## src/rtl/codec_pkg.sv

```systemverilog
`default_nettype none
// ----------------------------------------------------------------------
// codec_pkg: shared types and constants for the WM8731 register path
// Rev 1.0
// ----------------------------------------------------------------------
package codec_pkg;

  localparam int         FRAME_W         = 24;
  localparam logic [7:0] WM8731_DEV_ADDR = 8'h34;

  typedef enum logic [2:0] {
    ST_IDLE      = 3'd0,
    ST_ARB       = 3'd1,
    ST_LOAD      = 3'd2,
    ST_WAIT_DONE = 3'd3,
    ST_WAIT_REL  = 3'd4,
    ST_RESP      = 3'd5
  } state_t;

endpackage
`default_nettype wire

```

## src/rtl/rr_arbiter.sv

```systemverilog
`default_nettype none
// ----------------------------------------------------------------------
// rr_arbiter: combinational rotate-priority pick, starting after ptr
// Rev 1.0
// ----------------------------------------------------------------------
module rr_arbiter #(
  parameter int NUM_REQ = 4,
  parameter int GW      = $clog2(NUM_REQ)
) (
  input  logic [NUM_REQ-1:0] req,
  input  logic [GW-1:0]      ptr,
  output logic [GW-1:0]      gnt,
  output logic               valid
);

  // Scan farthest offset first so the nearest set bit after ptr wins last.
  always_comb begin
    gnt   = '0;
    valid = 1'b0;
    for (int i = NUM_REQ; i >= 1; i--) begin
      if (req[(int'(ptr) + i) % NUM_REQ]) begin
        gnt   = GW'((int'(ptr) + i) % NUM_REQ);
        valid = 1'b1;
      end
    end
  end

endmodule
`default_nettype wire

```

## src/rtl/sync_2ff.sv

```systemverilog
`default_nettype none
// ----------------------------------------------------------------------
// sync_2ff: two-flop synchroniser for slow or asynchronous level inputs
// Rev 1.0
// ----------------------------------------------------------------------
module sync_2ff #(
  parameter int WIDTH = 1
) (
  input  logic             clk,
  input  logic             rst_n,
  input  logic [WIDTH-1:0] d,
  output logic [WIDTH-1:0] q
);

  logic [WIDTH-1:0] meta_q;
  logic [WIDTH-1:0] sync_q;

  always_ff @(posedge clk or negedge rst_n) begin
    if (!rst_n) begin
      meta_q <= '0;
      sync_q <= '0;
    end else begin
      meta_q <= d;
      sync_q <= meta_q;
    end
  end

  assign q = sync_q;

endmodule
`default_nettype wire

```

## src/rtl/codec_reg_arbiter.sv

```systemverilog
`default_nettype none
// ----------------------------------------------------------------------
// codec_reg_arbiter: round-robin sharing of the WM8731 I2C write engine
// Rev 1.0
// ----------------------------------------------------------------------
module codec_reg_arbiter
  import codec_pkg::*;
#(
  parameter int         NUM_REQ     = 4,
  parameter logic [7:0] DEV_ADDR    = WM8731_DEV_ADDR,
  parameter int         MAX_RETRY   = 3,
  parameter int         TIMEOUT_CYC = 2500000
) (
  input  logic                 clk_50m,
  input  logic                 rst_n,
  input  logic [NUM_REQ-1:0]   req,
  input  logic [16*NUM_REQ-1:0] req_data,
  output logic [NUM_REQ-1:0]   done,
  output logic [NUM_REQ-1:0]   err,
  output logic                 busy,
  output logic                 eng_start,
  output logic [FRAME_W-1:0]   eng_data,
  input  logic                 eng_done,
  input  logic                 eng_nack
);

  localparam int GW = $clog2(NUM_REQ);
  localparam int TW = (TIMEOUT_CYC > 1) ? $clog2(TIMEOUT_CYC) : 1;
  localparam int RW = (MAX_RETRY > 0) ? $clog2(MAX_RETRY + 1) : 1;

  localparam logic [TW-1:0] TIMER_LAST = TW'(TIMEOUT_CYC - 1);
  localparam logic [TW-1:0] TIMER_SAT  = '1;
  localparam logic [RW-1:0] RETRY_MAX  = RW'(MAX_RETRY);

  state_t               state_q, state_d;
  logic [GW-1:0]        rr_ptr_q, rr_ptr_d;
  logic [GW-1:0]        gnt_q, gnt_d;
  logic [RW-1:0]        retry_cnt_q, retry_cnt_d;
  logic [TW-1:0]        timer_q, timer_d;
  logic                 fail_q, fail_d;
  logic                 eng_start_q, eng_start_d;
  logic [FRAME_W-1:0]   eng_data_q, eng_data_d;

  logic [1:0]           status_s;
  logic                 done_s;
  logic                 nack_s;
  logic [GW-1:0]        arb_gnt;
  logic                 arb_valid;
  logic [15:0]          word [NUM_REQ];
  logic [NUM_REQ-1:0]   resp_vec;

  sync_2ff #(.WIDTH(2)) u_sync (
    .clk   (clk_50m),
    .rst_n (rst_n),
    .d     ({eng_done, eng_nack}),
    .q     (status_s)
  );

  assign done_s = status_s[1];
  assign nack_s = status_s[0];

  rr_arbiter #(.NUM_REQ(NUM_REQ), .GW(GW)) u_rr (
    .req   (req),
    .ptr   (rr_ptr_q),
    .gnt   (arb_gnt),
    .valid (arb_valid)
  );

  for (genvar gi = 0; gi < NUM_REQ; gi++) begin : g_word
    assign word[gi] = req_data[16*gi +: 16];
  end

  always_comb begin
    state_d     = state_q;
    rr_ptr_d    = rr_ptr_q;
    gnt_d       = gnt_q;
    retry_cnt_d = retry_cnt_q;
    timer_d     = timer_q;
    fail_d      = fail_q;
    eng_start_d = eng_start_q;
    eng_data_d  = eng_data_q;
    case (state_q)
      ST_IDLE: begin
        if (|req) state_d = ST_ARB;
      end
      ST_ARB: begin
        // A request withdrawn before arbitration simply returns to idle.
        if (arb_valid) begin
          gnt_d       = arb_gnt;
          rr_ptr_d    = arb_gnt;
          retry_cnt_d = '0;
          state_d     = ST_LOAD;
        end else begin
          state_d = ST_IDLE;
        end
      end
      ST_LOAD: begin
        if (retry_cnt_q == '0) eng_data_d = {DEV_ADDR, word[gnt_q]};
        eng_start_d = 1'b1;
        timer_d     = '0;
        state_d     = ST_WAIT_DONE;
      end
      ST_WAIT_DONE: begin
        if (timer_q != TIMER_SAT) timer_d = timer_q + TW'(1);
        if (done_s) begin
          eng_start_d = 1'b0;
          fail_d      = nack_s;
          state_d     = ST_WAIT_REL;
        end else if (timer_q == TIMER_LAST) begin
          eng_start_d = 1'b0;
          fail_d      = 1'b1;
          state_d     = ST_WAIT_REL;
        end
      end
      ST_WAIT_REL: begin
        if (!done_s) begin
          if (fail_q && (retry_cnt_q < RETRY_MAX)) begin
            retry_cnt_d = retry_cnt_q + RW'(1);
            state_d     = ST_LOAD;
          end else begin
            state_d = ST_RESP;
          end
        end
      end
      ST_RESP: begin
        state_d = ST_IDLE;
      end
      default: begin
        state_d = ST_IDLE;
      end
    endcase
  end

  always_ff @(posedge clk_50m or negedge rst_n) begin
    if (!rst_n) begin
      state_q     <= ST_IDLE;
      rr_ptr_q    <= GW'(NUM_REQ - 1);
      gnt_q       <= '0;
      retry_cnt_q <= '0;
      timer_q     <= '0;
      fail_q      <= 1'b0;
      eng_start_q <= 1'b0;
      eng_data_q  <= '0;
    end else begin
      state_q     <= state_d;
      rr_ptr_q    <= rr_ptr_d;
      gnt_q       <= gnt_d;
      retry_cnt_q <= retry_cnt_d;
      timer_q     <= timer_d;
      fail_q      <= fail_d;
      eng_start_q <= eng_start_d;
      eng_data_q  <= eng_data_d;
    end
  end

  always_comb begin
    resp_vec         = '0;
    resp_vec[gnt_q]  = 1'b1;
  end

  assign done      = (state_q == ST_RESP && !fail_q) ? resp_vec : '0;
  assign err       = (state_q == ST_RESP &&  fail_q) ? resp_vec : '0;
  assign busy      = (state_q != ST_IDLE);
  assign eng_start = eng_start_q;
  assign eng_data  = eng_data_q;

endmodule
`default_nettype wire

```

## config.mk

```make
export PLATFORM = sky130hd
export DESIGN_NAME = codec_reg_arbiter
export DESIGN_NICKNAME = d
export VERILOG_FILES = /design/src/rtl/codec_pkg.sv /design/src/rtl/rr_arbiter.sv /design/src/rtl/sync_2ff.sv /design/src/rtl/codec_reg_arbiter.sv
export SDC_FILE = /design/constraint.sdc
export NUM_CORES = 1
export LEC_CHECK = 0
export CAP_MARGIN = 15
export CORE_UTILIZATION = 25
export CTS_BUF_LIST = sky130_fd_sc_hd__clkbuf_4 sky130_fd_sc_hd__clkbuf_8 sky130_fd_sc_hd__clkbuf_16
export DETAILED_ROUTE_END_ITERATION = 10
export MAX_ROUTING_LAYER = met4
export PLACE_DENSITY = 0.53
export SLEW_MARGIN = 20
export SYNTH_ARGS = -nofsm -noshare
export SYNTH_HDL_FRONTEND = slang
export SYNTH_HIERARCHICAL = 1
export SYNTH_SLANG_ARGS = --single-unit
```

## constraint.sdc

```tcl
create_clock -name clk_50m -period 2.06 [get_ports clk_50m]
set_input_delay 0.206 -clock clk_50m [delete_from_list [all_inputs] [get_ports clk_50m]]
set_output_delay 0.206 -clock clk_50m [all_outputs]
set_load 0.03 [all_outputs]
```

==> flow_summary.yaml, run 1 <==
sta:
  fmax_mhz: 529
  finalHoldViolCount: 0
  tns_ps: 0
  fin_skew_ps: 5.67
  slew_violations: 0
  hold_ws_ps: 353
  period_minus_slack_ps: 1890
  setup_viol: 0
  finalCritPeriodShare_pct: 91.8
  rsz0062_at_grt: "false"
power:
  ir_worst_vdd_uv: 497
  seqPwrFrac_pct: 28.8
  p_leak_nw: 1.85
  p_comb_share_pct: 52.8
  p_per_area_nw_per_um2: 1180
  clockPowerShare_pct: 18.4
  switching_power_mw: 2.11
  power.internal_mw: 3.34
  total_power_mw: 5.45
  swShare_pct: 38.7
clock_network:
  path_clk_slew_ps: 80
  h-tree-depth: 2
  cts_tree: "done"
  clockBufferDepth: 2
  cts_buffers: 5
  insertion_delay_ps: 300
  cts-root-buf: "clkbuf_16"
  clock-sinks: 54
  cts_setup_buffers: 0
layout:
  utilization_pct: 36.6
  drive_above_1_share_pct: 19.3
  final_area_sq_um: 4620
  final_common_cell: "clkdlybuf4s50_1"
  antenna_cells: 0
  final_nets: 489
  syn_to_final_growth_pct: 43.1
  final_cell_mix: "90 x clkdlybuf4s50_1, 52 x dfrtp_1, 37 x nand2_1"
routing:
  wl_per_cell_microns: 14.8
  routed_wl_microns: 8670
  drc: 0
  num_vias: 2810
  first_iter_violations: 202
  dr.pass1.iters: 4
  ant_nets: 0
  viasPerCell: 4.79
floorplan:
  ios: 106
  rows: 41
  coreArea_sq_um: 12600
  design.die.area_sq_um: 13400
  initial_core_util_pct: 25.6
  chipHeight_microns: 116
  die_w_microns: 116
hold_path:
  hp-class: "input pin to flop"
synth:
  yosys_warnings: 6
  synth_ff_type: "dfrtp_1"
  synth_cells: 310
  syn_area_per_cell_sq_um: 10.4
  syn_area_sq_um: 3230
  synth_edf_count: 0
  ys_seq_elements: 54
  ys_types: 60
  ys_async_sr_fraction_pct: 100
  seq_area_frac_synth_pct: 41.9
global_route:
  overflow: 0
  grtUsageTotal_pct: 13.4
  grt_max_degree: 38
  grt_pass1_vias: 2672
  grt_pass1_wl_microns: 13500
  antenna_found_initial: 0
place:
  placedInstanceArea_sq_um: 4430
  detailed_place_hpwl_microns: 6660
  portBuffers: 100
  place.gp.congestion: 0.814
worst_setup_path:
  crit_fanout: 4
  required_ps: 1850
  worst_setup_path_start_kind: "flop"
  worst_ep_arrival_time_ps: 1680
  crit_path_end_kind: "primary output"
  worstSetupPathType: "flop to primary output"
outcome:
  status: "completed"
job:
  maxCapViolations: 0
-- area by class of cell --
type | instances | area [sq um]
Fill cell | 1272 | 8000
Multi-Input combinational cell | 230 | 1710
Sequential cell | 54 | 1350
Timing Repair Buffer | 116 | 1140
Tap cell | 172 | 215
Clock buffer | 5 | 125
Clock inverter | 3 | 48.8
Inverter | 7 | 26.3
-- metal layers --
| layer | vias up | wire length [microns] | part of all wire [%] | track usage (%) |
|---|---|---|---|---|
| met2 | 115 | 3920 | 45 | 21.8 |
| met4 | 0 | 106 | 1.2 | 3.93 |
| li1 | 1356 | - | - | - |
| met1 | 1330 | 3840 | 44 | 16.5 |
| met3 | 9 | 801 | 9.2 | 3.29 |
| met5 | - | 0 | 0 | - |
-- cells by family (layout without fill, tap and decap cells) --
kind of cell / after synthesis / count (layout) / share of synthesized area [%]
flops: 54 / 54 / 41.9
compound gates: 68 / 68 / 14.1
buf+inv: 30 / 131 / 5.62
other cells: 1 / 5 / 0.116
mux: 33 / 33 / 17.1
simple gates: 121 / 121 / 20.0
fa+ha+maj: 3 / 3 / 1.16
-- power groups by stage --
| stage | logic (mW) | clock network (mW) | registers (mW) |
|---|---|---|---|
| 2_1_floorplan | 1.55 | 0 | 1.92 |
| 3_3_place_gp | 2.91 | 0 | 1.59 |
| 3_5_place_dp | 2.91 | 0 | 1.60 |
| 4_1_cts | 2.91 | 1.03 | 1.57 |
| 5_1_grt | 3.11 | 1.08 | 1.62 |
| 6_report | 2.88 | 1.00 | 1.57 |
-- worst max-delay path, cell delays in order, from the launching register on --
cell and delay [ps]:
dfrtp_1 380, nor2b_1 270, nand3_1 200, nor2_1 140, dlygate4sd2_1 400
-- metrics by stage --
stage | worst slack, ps | cells
floorplan | 330 | 314
global placement | 216 | 578
detailed placement | 205 | 578
CTS | 34.1 | 587
global route | 9.77 | 587
finish | 169 | 587
-- worst paths after layout --
check	depth (start not counted)	slack, ps	end	start
setup reg to reg	6	190	state_q[2]	timer_q[0]
min in group asynchronous	2	400	eng_data[12]	rst_n
setup / recovery	4	170	err[2]	state_q[1]
hold reg to reg	0	350	u_sync/q[0]	u_sync/meta_q[0]
max in group asynchronous	3	1050	rr_ptr_q[1]	rst_n
hold / removal	1	350	u_sync/meta_q[1]	eng_done
-- flip-flops by register name (all words and copies together), names as in the netlist --
register	flops
timer_q	22
eng_data	17
state_q	3
gnt_q	2
retry_cnt_q	2
rr_ptr_q	2
u_sync/meta_q	2
u_sync/q	2
eng_start	1
fail_q	1
-- synthesized netlist by cell type, drive strengths merged (4+ instances only) --
master  count  share of area (%)
a21oi      14                2.3
a31oi      12                2.5
nand2      37                4.3
buf        20                4.4
nor3        9                2.2
o21ai      19                2.9
dfrtp      52                 40
o311ai      4                1.1
nor2       24                2.8
inv         7               0.81
nand3      13                2.0
mux2       16                5.6
nand4       8                1.7
nand2b      6                1.2
mux4       16                 11
and3        4               0.78
-- repair_timing --
item / CTS / global route
endpoints found under the setup margin: 2 / 1
hold buffers: 1 / 0
gates resized for setup: 2 / 1
cloned: 0 / 0
hold endpoints to repair: 17 / 0
No activity file was read; power rests on OpenSTA's default activity.
==> run 2: changes to the inputs <==
--- a/config.mk
+++ b/config.mk
@@ -5,7 +5,7 @@
 export SDC_FILE = /design/constraint.sdc
 export NUM_CORES = 1
 export LEC_CHECK = 0
-export CAP_MARGIN = 15
+export CAP_MARGIN = 0
 export CORE_UTILIZATION = 25
 export CTS_BUF_LIST = sky130_fd_sc_hd__clkbuf_4 sky130_fd_sc_hd__clkbuf_8 sky130_fd_sc_hd__clkbuf_16
 export DETAILED_ROUTE_END_ITERATION = 10
==> results of run 2 <==
No change in the layout: final DEF, timing and power equal those of run 1.
